<file path="src/rtl/fetch_stage.sv">
// Instruction fetch stage: one outstanding imem request, IF/ID register with stall hold and redirect flush.
// Optional FETCH_PERF_EN macro adds perf_fetched / perf_stall counters.
module fetch_stage #(
    parameter logic [31:0] RESET_PC = 32'hBFC0_0000
) (
    input  logic        clk,
    input  logic        rst,
    input  logic        stall,
    input  logic        redirect_valid,
    input  logic [31:0] redirect_pc,
    output logic        imem_req,
    output logic [31:0] imem_addr,
    input  logic        imem_ready,
    input  logic [31:0] imem_rdata,
    output logic [31:0] inst_f,
    output logic [31:0] pc_f,
    output logic        valid_f
`ifdef FETCH_PERF_EN
    ,
    output logic [31:0] perf_fetched,
    output logic [31:0] perf_stall
`endif
);

    typedef enum logic [1:0] {
        ST_FETCH = 2'd0,
        ST_HOLD  = 2'd1,
        ST_DROP  = 2'd2
    } state_t;

    state_t      state_reg;
    logic [31:0] pc_reg;
    logic [31:0] target_reg;
    logic [31:0] buf_inst_reg;

    logic [31:0] redirect_target;
    logic [31:0] pc_plus4;

    assign redirect_target = redirect_pc & ~32'h3;
    assign pc_plus4        = pc_reg + 32'd4;

    // Address is the current PC in every state; in DROP that is still the old, abandoned address.
    assign imem_req  = !rst && (state_reg != ST_HOLD);
    assign imem_addr = pc_reg;

    always_ff @(posedge clk) begin
        if (rst) begin
            state_reg    <= ST_FETCH;
            pc_reg       <= RESET_PC & ~32'h3;
            target_reg   <= RESET_PC & ~32'h3;
            buf_inst_reg <= 32'h0;
            inst_f       <= 32'h0;
            pc_f         <= RESET_PC & ~32'h3;
            valid_f      <= 1'b0;
        end else begin
            case (state_reg)
                ST_FETCH: begin
                    if (redirect_valid) begin
                        inst_f  <= 32'h0;
                        valid_f <= 1'b0;
                        if (imem_ready) begin
                            pc_reg <= redirect_target;
                        end else begin
                            // The old request is still in flight; remember where to go once it lands.
                            target_reg <= redirect_target;
                            state_reg  <= ST_DROP;
                        end
                    end else if (imem_ready) begin
                        if (stall) begin
                            buf_inst_reg <= imem_rdata;
                            state_reg    <= ST_HOLD;
                        end else begin
                            inst_f  <= imem_rdata;
                            pc_f    <= pc_reg;
                            valid_f <= 1'b1;
                            pc_reg  <= pc_plus4;
                        end
                    end else if (!stall) begin
                        inst_f  <= 32'h0;
                        valid_f <= 1'b0;
                    end
                end
                ST_HOLD: begin
                    if (redirect_valid) begin
                        inst_f       <= 32'h0;
                        valid_f      <= 1'b0;
                        pc_reg       <= redirect_target;
                        buf_inst_reg <= 32'h0;
                        state_reg    <= ST_FETCH;
                    end else if (!stall) begin
                        // pc_reg was held while buffered, so it is the PC of the buffered word.
                        inst_f       <= buf_inst_reg;
                        pc_f         <= pc_reg;
                        valid_f      <= 1'b1;
                        pc_reg       <= pc_plus4;
                        buf_inst_reg <= 32'h0;
                        state_reg    <= ST_FETCH;
                    end
                end
                ST_DROP: begin
                    inst_f  <= 32'h0;
                    valid_f <= 1'b0;
                    if (imem_ready) begin
                        pc_reg    <= redirect_valid ? redirect_target : target_reg;
                        state_reg <= ST_FETCH;
                    end else if (redirect_valid) begin
                        target_reg <= redirect_target;
                    end
                end
                default: begin
                    state_reg <= ST_FETCH;
                end
            endcase
        end
    end

`ifdef FETCH_PERF_EN
    logic load_fire;

    assign load_fire = !redirect_valid && !stall &&
                       (((state_reg == ST_FETCH) && imem_ready) || (state_reg == ST_HOLD));

    always_ff @(posedge clk) begin
        if (rst) begin
            perf_fetched <= 32'h0;
            perf_stall   <= 32'h0;
        end else begin
            if (load_fire) begin
                perf_fetched <= perf_fetched + 32'd1;
            end
            if (state_reg == ST_HOLD) begin
                perf_stall <= perf_stall + 32'd1;
            end
        end
    end
`endif

endmodule

</file>
<file path="config.mk">
export PLATFORM = sky130hd
export DESIGN_NAME = fetch_stage
export DESIGN_NICKNAME = d
export VERILOG_FILES = /design/src/rtl/fetch_stage.sv
export SDC_FILE = /design/constraint.sdc
export NUM_CORES = 1
export LEC_CHECK = 0
export BUFFER_PORTS_ARGS = -buffer_cell sky130_fd_sc_hd__buf_4
export CORE_MARGIN = 3
export CORE_UTILIZATION = 54
export DETAILED_ROUTE_END_ITERATION = 12
export HOLD_SLACK_MARGIN = 0.05
export PLACE_DENSITY_LB_ADDON = 0.2
export SYNTH_ARGS = -nofsm -noshare
export SYNTH_HDL_FRONTEND = slang
export SYNTH_SLANG_ARGS = --single-unit
</file>
<file path="constraint.sdc">
create_clock -name clk -period 3 [get_ports clk]
set_clock_uncertainty 0.15 [all_clocks]
set_input_delay 0.6 -clock clk [delete_from_list [all_inputs] [get_ports clk]]
set_output_delay 0.6 -clock clk [all_outputs]
set_load 0.05 [all_outputs]
</file>
== After elaboration in Yosys (flattened, before gate mapping) ==
Index checks and enable logic that the tools add are counted.
Word-level totals
  bits in registers: 163
  input bits: 69
  output and inout port bits: 98
  word-level logic and storage cells: 81
Operators by class
  $add $sub $neg: 1
  eq/ne operators: 17
  mux-type cells: 43
  reduce and logical (&&, ||, !) cells: 13
Operator list (number)
  2-to-1 mux 32 bit: 24
  one-hot mux 32 bit (2 select lines): 3
  one-hot mux 32 bit (3 select lines): 2
  adder 32 x 3 -> 32 bit (second input constant): 1
  inequality test 2 bit (second input constant): 8
  inequality test 3 bit (second input constant): 5
  2-to-1 mux 2 bit: 7
  AND reduction 5 bit: 2
  AND reduction 4 bit: 2
  one-hot mux 2 bit (3 select lines): 1
  AND reduction 3 bit: 2
  2-to-1 mux 1 bit: 5
  inequality test 4 bit (second input constant): 1
  nonzero test 2 bit: 2
  one-hot mux 1 bit (3 select lines): 1
  nonzero test 3 bit: 1
  equality test 2 x 1 -> 1 bit (second input constant): 1
  equality test 2 bit (second input constant): 1
  logical NOT 2 bit: 1
  inequality test 2 x 1 -> 1 bit (second input constant): 1
  AND reduction 2 bit: 1
  logical AND 1 bit: 1
  logical NOT 1 bit: 1

== Depth between registers and ports, before layout ==
Gate-level depths: netlist (run 1).
  word-level depth: 5
  mapped depth: 10

== Least setup slack after synthesis (run 1) ==
OpenSTA, ideal clock, no wires.
  path type: register -> register
  from: register pc_reg[5], in the netlist imem_addr[5]
  to: register pc_reg[29], in the netlist imem_addr[29]
  data arrival time: 2.387 ns
  slack: 0.400 ns
  cell stages (with the launch flop): 8
  path buffers: 2
  cell sequence: dfxtp_1 -> buf_4 -> and4_1 -> buf_6 -> nand4_4 -> or4_4 -> or4_1 -> nand3_1
On the way
  cells in the longest elaborated chain, start to end: 5
  elaborated cells between the ends (all ways): 6
  classes of those cells: add/sub: 1; mux: 5
Ends and longest elaborated chain
  start: declaration: RTL line 32  | logic [31:0] pc_reg;
  start signal: assignment: RTL line 49  | pc_reg <= RESET_PC & ~32'h3;
  start signal: assignment: RTL line 62  | pc_reg <= redirect_target;
  start signal: assignment: RTL line 76  | pc_reg <= pc_plus4;
  adder 32 x 3 -> 32 bit *: RTL line 40  | assign pc_plus4 = pc_reg + 32'd4;
  2-to-1 mux 32 bit *: RTL line 69, 90
  2-to-1 mux 32 bit: RTL line 68  | end else if (imem_ready) begin
  2-to-1 mux 32 bit: RTL line 58  | if (redirect_valid) begin
  one-hot mux 32 bit (3 select lines) *: RTL line 56  | case (state_reg)
Every way passes the cells marked *; elsewhere a longest branch is shown, timed or not. The select of a mux whose other input is x is not followed.
A chain may end at the register's enable or synchronous reset.

== Worst setup path after layout (run 1) ==
  from: register state_reg[1]
  to: register buf_inst_reg[12]
On the way
  cells in the longest elaborated chain, start to end: 3
  elaborated cells between the ends (all ways): 9
  classes of those cells: eq/ne: 5; mux: 1; reduce/logical: 3
Ends and longest elaborated chain
  start: declaration: RTL line 31  | state_t state_reg;
  start signal: assignment: RTL line 48  | state_reg <= ST_FETCH;
  start signal: assignment: RTL line 66  | state_reg <= ST_DROP;
  start signal: assignment: RTL line 71  | state_reg <= ST_HOLD;
  equality test 2 x 1 -> 1 bit / logical NOT 2 bit (equally long branches): RTL line 56
  inequality test 3 bit (no line) (tied with other cells)
  AND reduction 5 bit (no line)
  end signal: assignment: RTL line 70  | buf_inst_reg <= imem_rdata;
  end: declaration: RTL line 34  | logic [31:0] buf_inst_reg;
Parallel ways exist; a longest one is shown, timed or not.

==> results of run 1 <==
final timing paths:
| path | end | slack, ns | depth (start not counted) |
|---|---|---|---|
| worst min-delay path | target_reg[25]$_SDFFE_PP1P_ | 0.24 | 3 |
| worst max-delay path | buf_inst_reg[12]$_SDFFE_PP0P_ | 0.31 | 7 |
| worst max register to register | buf_inst_reg[12]$_SDFFE_PP0P_ | 0.31 | 7 |
| worst min register to register | target_reg[19]$_SDFFE_PP0P_ | 0.30 | 2 |
layout by cell type, fill, tap and decap left out, types with 7 or more instances in the layout:
| cell type | netlist | routed |
|---|---|---|
| clkbuf_16 | 0 | 17 |
| nor4_1 | 9 | 9 |
| nand2_1 | 184 | 184 |
| inv_1 | 7 | 7 |
| a21oi_1 | 141 | 141 |
| nor2_1 | 87 | 87 |
| nand3_1 | 17 | 17 |
| nand4_1 | 7 | 7 |
| o21ai_0 | 38 | 38 |
| a211oi_1 | 9 | 8 |
| nand3b_1 | 20 | 20 |
| a22oi_1 | 32 | 32 |
| a31oi_1 | 9 | 9 |
| nor3b_1 | 37 | 37 |
| buf_4 | 2 | 189 |
| dfxtp_1 | 163 | 163 |
| nor3_1 | 44 | 43 |
through the flow:
stage	cell area (um^2)	power (uW)	hold WS [ns]	utilization (%)	setup WS [ns]
6_report	9510	5650	0.235	70.7	0.307
5_1_grt	9510	5870	0.252	70.7	0.0741
4_1_cts	9510	5670	0.227	70.7	0.320
3_5_place_dp	8890	3430	0.295	66.1	0.317
3_3_place_gp	8890	3420	0.289	66.1	0.389
2_1_floorplan	7530	3090	0.279	-	0.400
power breakdown:
part	total, uW	internal (uW)	switching (uW)
Clock	2260	1340	921
Sequential	2370	2270	101
Combinational	1020	362	658
Total	5650	3970	1680
critical path, delay by kind of cell (launching register included):
kind	cells	cell delay, ns
flops	1	0.38
compound gates	1	0.19
fa+ha+maj	1	0.30
mux	1	0.97
simple gates	3	0.42
buf+inv	1	0.13
metal layers:
layer | part of all wire, % | wire, um | track usage [%]
met2 | 47 | 9780 | 42.7
met5 | 0 | 0 | 0
met1 | 42 | 8800 | 35.5
met3 | 8.6 | 1780 | 8.36
met4 | 1.7 | 343 | 8.76
logic make-up after synthesis:
logic type,count (synthesis),synth area share [%]
adder cells (fa/ha/maj),5,0.831
buffers and inverters,99,5.25
AND/OR/NAND/NOR,443,28.3
AO/OA/AOI/OAI,268,21.1
XOR/XNOR,1,0.116
flip-flops,163,43.4
multiplexers,7,0.997
area by class of cell:
type / instances / area [um^2] / area share [%]
inverters: 8 / 30.0 / 0.316
clock inverters: 14 / 176 / 1.86
clock buffers: 18 / 439 / 4.62
flip-flops and latches: 163 / 3260 / 34.3
well taps: 176 / 220 / 2.32
multi-input cells: 724 / 3900 / 41.0
repair buffers: 192 / 1480 / 15.6
==> impl_results.md, run 1 <==
- H-tree Lvls: 4
- CTS clk-pin slew, worst paths: 0.06 ns
- Worst path slowest cell: mux2_2
- RSZ-0062 raised after global routing: no
- Antenna Diode Count: 0
- Gate Count Post-Synth: 986
- Worst VDD drop: 0.468 mV
- Cells along the critical path: inv_1, ha_1, nand2b_1, mux2_2, nor3b_1, a21oi_1, nor2_1
- Via-per-instance ratio: 5.71
- Crit-path max FO: 64
- Syn Std Cell Area: 7530 um^2
- Core footprint: 13500 um^2
- Ys flop type: dfxtp_1
- # Max-Cap Violations: 0
- Starting Density: 55.9%
- Setup tns final: 0 ns
- GP Congestion: 0.889
- CP max stage delay: 0.97 ns
- Die span in y: 124 um
- Fin crit share: 89.8%
- Initial DRC Count: 613
- Max-slew headroom: 22.4%
- Routed wire length: 20.7 mm
- DRC errors left: 0
- Hold Fails Final Rpt: 0
- Vias in the first global route: 6735
- Fillcell total: 1158
- Top post-synthesis cells by area: dfxtp_1 43%, a21oi_1 9.4%, nand2_1 9.2%
- Highest clock rate: 371 MHz
- FF-to-FF Start: state_reg[1]$_SDFFE_PP0P_
- Area of the die: 15400 um^2
- Post-synthesis register bit count: 163
- WL/cell: 16.0 um
- Clk_lat worst skew: 0.43 ns
- Post-synth top area share: 43.4%
- Initial antenna violation count: 0
- Ys Warns: 0
- Resize count post-CTS: 0
- Number of synthesized flops with an enable pin: 0
- Total track usage: 27.1%
- Via count: 7395
- First-pass GRT wire length: 33.4 mm
- Worst Hold Class: in2reg
- First drt pass iteration count: 5
- P_leak: 0.00376 uW
- Hold wc startpoint: redirect_pc[25]
- CTS Hold Bufs: 0
- Most common cell in the netlist: nand2_1
- Antenna Nets Post-Route: 0
- Slew @ Worst Pin: 1.16 ns
- Setup bufs post-CTS: 0
- Clock root buffer master: clkbuf_16
- Post-synth net total: 1060
- Synthesized area per cell: 7.63 um^2
- Clk sinks: 163
- Final cell count without fillers: 1295
- I/O Buffers: 164
- Max Root-Sink Buffers: 2
- Min Tclk post-route: 2.69 ns
- Area delta synth->final: 26.3%
- CP startpoint: state_reg[1]$_SDFFE_PP0P_
- Final Setup Violations: 0
- CTS tree: done
- Area leader, netlist: dfxtp_1
- Slew Viols, Final: 0
- GRT overflow: 0
- Dpl hpwl: 13.5 mm
- CTS buffer count: 17
- Crit path arrival time: 2.85 ns
- Register area share after synthesis: 43.4%
- Top post-synthesis cells by count: 184 x nand2_1, 163 x dfxtp_1, 141 x a21oi_1, 87 x nor2_1, 81 x clkbuf_1
- Largest net degree at the start of global routing: 65
- Worst setup SP type: flop
- Cell variety after synth: 63
- Crit path required time: 3.16 ns
- Placement Rows: 42
- Status: complete, no violations
- Asr flop ratio synth: 0%
- Share of layout cells above drive strength 1: 21.8%
- I/O pin count: 167
- Crit path kind: reg2reg
- CP endpoint kind: flop
- Die X: 124 um
- Pwr Density: 595 nW/um^2
- Final nets: 1180
- Placed cell count: 1263
No activity file was read; power rests on OpenSTA's default activity.
==> run 2: changes to the inputs <==
--- a/config.mk
+++ b/config.mk
@@ -6,11 +6,14 @@
 export NUM_CORES = 1
 export LEC_CHECK = 0
 export BUFFER_PORTS_ARGS = -buffer_cell sky130_fd_sc_hd__buf_4
+export CAP_MARGIN = 10
 export CORE_MARGIN = 3
-export CORE_UTILIZATION = 54
+export CORE_UTILIZATION = 56
+export CTS_BUF_LIST = sky130_fd_sc_hd__clkbuf_2 sky130_fd_sc_hd__clkbuf_4 sky130_fd_sc_hd__clkbuf_8
 export DETAILED_ROUTE_END_ITERATION = 12
 export HOLD_SLACK_MARGIN = 0.05
 export PLACE_DENSITY_LB_ADDON = 0.2
+export RECOVER_POWER = 25
 export SYNTH_ARGS = -nofsm -noshare
 export SYNTH_HDL_FRONTEND = slang
 export SYNTH_SLANG_ARGS = --single-unit
==> run 2 against run 1 <==
Compared with the run above:
- first-iteration DRC count grew 19%
- sequential power is essentially flat
- fmax grew 1.3%
- count of clock-buffer cells in the layout grew 4
- clock power shrank 28%
- setup slack gained 0.035 ns
- largest power group unchanged
- die area shrank 3.4%
- sequential share of layout area grew 1.8 points
- largest cell class unchanged
- worst hold slack lost 0.030 ns
- highest routed layer unchanged
- critical endpoint is now buf_inst_reg[1]$_SDFFE_PP0P_
- total power shrank 12%
- final area shrank 4.9%
- via count grew 1.2%
==> impl_results.md, run 2 (synthesized netlist as in run 1, its figures left out) <==
- CP Depth: 7
- Clock power frac: 32.4%
- Slew @ Worst Pin: 1.13 ns
- Resize count post-CTS: 0
- Slew Viols, Final: 0
- Crit path kind: reg2reg
- Antenna Nets Post-Route: 0
- Starting Density: 58.4%
- Worst path slowest cell: mux2_2
- Via count: 7486
- GP Congestion: 0.876
- DRC errors left: 0
- Crit-path max FO: 64
- Worst Hold Class: in2reg
- P_leak: 0.00341 uW
- Delay-heaviest family, CP: multiplexers
- Max-slew headroom: 24.8%
- Commonest non-fill, non-tap cell in the layout: nand2_1
- Sequential share of power: 47.5%
- CTS clk-pin slew, worst paths: 0.08 ns
- Final Setup Violations: 0
- Die X: 122 um
- Routed wire length: 20.5 mm
- CTS tree: done
- Die span in y: 122 um
- Reg2Reg Depth: 7
- Pwr Density: 552 nW/um^2
- Core footprint: 12900 um^2
- Final design utilization: 70.2%
- Highest clock rate: 376 MHz
- Min Tclk post-route: 2.66 ns
- Crit path arrival time: 2.85 ns
- Sw frac: 31.1%
- Internal: 3440 uW
- CTS buffer count: 17
- FF-to-FF Start: state_reg[1]$_SDFFE_PP0P_
- GRT overflow: 0
- Share of layout cells above drive strength 1: 15.9%
- Cells along the critical path: inv_1, ha_1, nand2b_1, mux2_2, nor3b_1, a21oi_1, nor2_1
- Hold wc startpoint: redirect_pc[23]
- H-tree Lvls: 4
- Hold Fails Final Rpt: 0
- Total track usage: 28.1%
- First-pass GRT wire length: 33.9 mm
- WP buf/inv: 1
- Largest net degree at the start of global routing: 101
- Clk sinks: 163
- CP startpoint: state_reg[1]$_SDFFE_PP0P_
- Area of the die: 14900 um^2
- I/O Buffers: 164
- # Max-Cap Violations: 0
- Clk_lat worst skew: 0.46 ns
- Antenna Diode Count: 0
- Psw: 1550 uW
- Initial DRC Count: 727
- RSZ-0062 raised after global routing: no
- CTS Hold Bufs: 0
- Setup bufs post-CTS: 0
- Vias in the first global route: 7012
- CP endpoint kind: flop
- Critical Path Sink: buf_inst_reg[1]$_SDFFE_PP0P_
- CP max stage delay: 0.95 ns
- Initial antenna violation count: 0
- Via-per-instance ratio: 5.80
- Setup tns final: 0 ns
- Final nets: 1180
- Area delta synth->final: 20.1%
- I/O pin count: 167
- First drt pass iteration count: 6
- Status: complete, no violations
- Fin crit share: 88.6%
- Worst setup SP type: flop
- Comb pwr share: 20.1%
- Max Root-Sink Buffers: 2
- Commonest non-fill, non-tap cells in the layout: 184 x nand2_1, 163 x dfxtp_1, 141 x a21oi_1
- Clock root buffer master: clkbuf_8
- Crit path required time: 3.19 ns
- Dpl hpwl: 13.6 mm
- Register-to-Register Setup Slack: 0.34 ns
- WL/cell: 15.9 um
- Reg-to-Reg End: buf_inst_reg[1]$_SDFFE_PP0P_
- Worst VDD drop: 0.506 mV
- Placement Rows: 41
## run 2: cell types whose count changed in the layout (fill, tap and decap cells not counted), sizes merged
| cell | change |
|---|---|
| buf | -65 |
| bufinv | -1 |
| clkbuf | +69 |
| clkinv | -1 |
| clkinvlp | -1 |
| inv | -2 |
## run 2: layout make-up
class | instances | area [um^2]
Clock buffer | 22 | 297
Clock inverter | 9 | 101
Fill cell | 1161 | 3840
Inverter | 8 | 30.0
Multi-Input combinational cell | 724 | 3900
Sequential cell | 163 | 3260
Tap cell | 172 | 215
Timing Repair Buffer | 192 | 1230
## run 2: layer usage
metal  global-route usage, %  vias up  part of all wire [%]
met1                    35.3     3428                    41
met3                    8.36       27                   9.5
met5                       0        -                     0
met4                    8.54        0                   1.3
met2                    46.7      323                    48
li1                        -     3708                     -
## run 2: how the worst min path moves through the flow
stage / to / slack [ns] / cells after the start
2_1_floorplan: target_reg[26]$_SDFFE_PP1P_ / 0.28 / 2
3_3_place_gp: target_reg[15]$_SDFFE_PP0P_ / 0.29 / 2
3_5_place_dp: target_reg[15]$_SDFFE_PP0P_ / 0.30 / 2
4_1_cts: target_reg[23]$_SDFFE_PP1P_ / 0.19 / 3
5_1_grt: target_reg[28]$_SDFFE_PP1P_ / 0.19 / 3
6_report: target_reg[23]$_SDFFE_PP1P_ / 0.21 / 3
## run 2: power by group through the flow
stage / registers [uW] / clock network, uW / logic, uW
after floorplan: 2600 / 0 / 485
after global placement: 2410 / 0 / 999
after detailed placement: 2420 / 0 / 1010
after CTS: 2370 / 1640 / 1020
after global routing: 2380 / 1730 / 1090
final: 2370 / 1620 / 1000
## run 2: worst reg2reg max path: stages, from the launching register on
cell and delay (ns):
dfxtp_1 0.39, inv_1 0.12, ha_1 0.29, nand2b_1 0.25
mux2_2 0.95, nor3b_1 0.16, a21oi_1 0.17, nor2_1 0.05
## run 2: stage by stage
| stage | area, um^2 | total power, uW | setup slack [ns] | hold WS (ns) | cells |
|---|---|---|---|---|---|
| finish | 9040 | 4990 | 0.342 | 0.206 | 1290 |
| global route | 9040 | 5210 | 0.105 | 0.193 | 1290 |
| CTS | 9280 | 5020 | 0.370 | 0.193 | 1290 |
| detailed placement | 8890 | 3430 | 0.304 | 0.296 | 1259 |
| global placement | 8890 | 3410 | 0.381 | 0.288 | 1259 |
| floorplan | 7530 | 3090 | 0.400 | 0.279 | 986 |
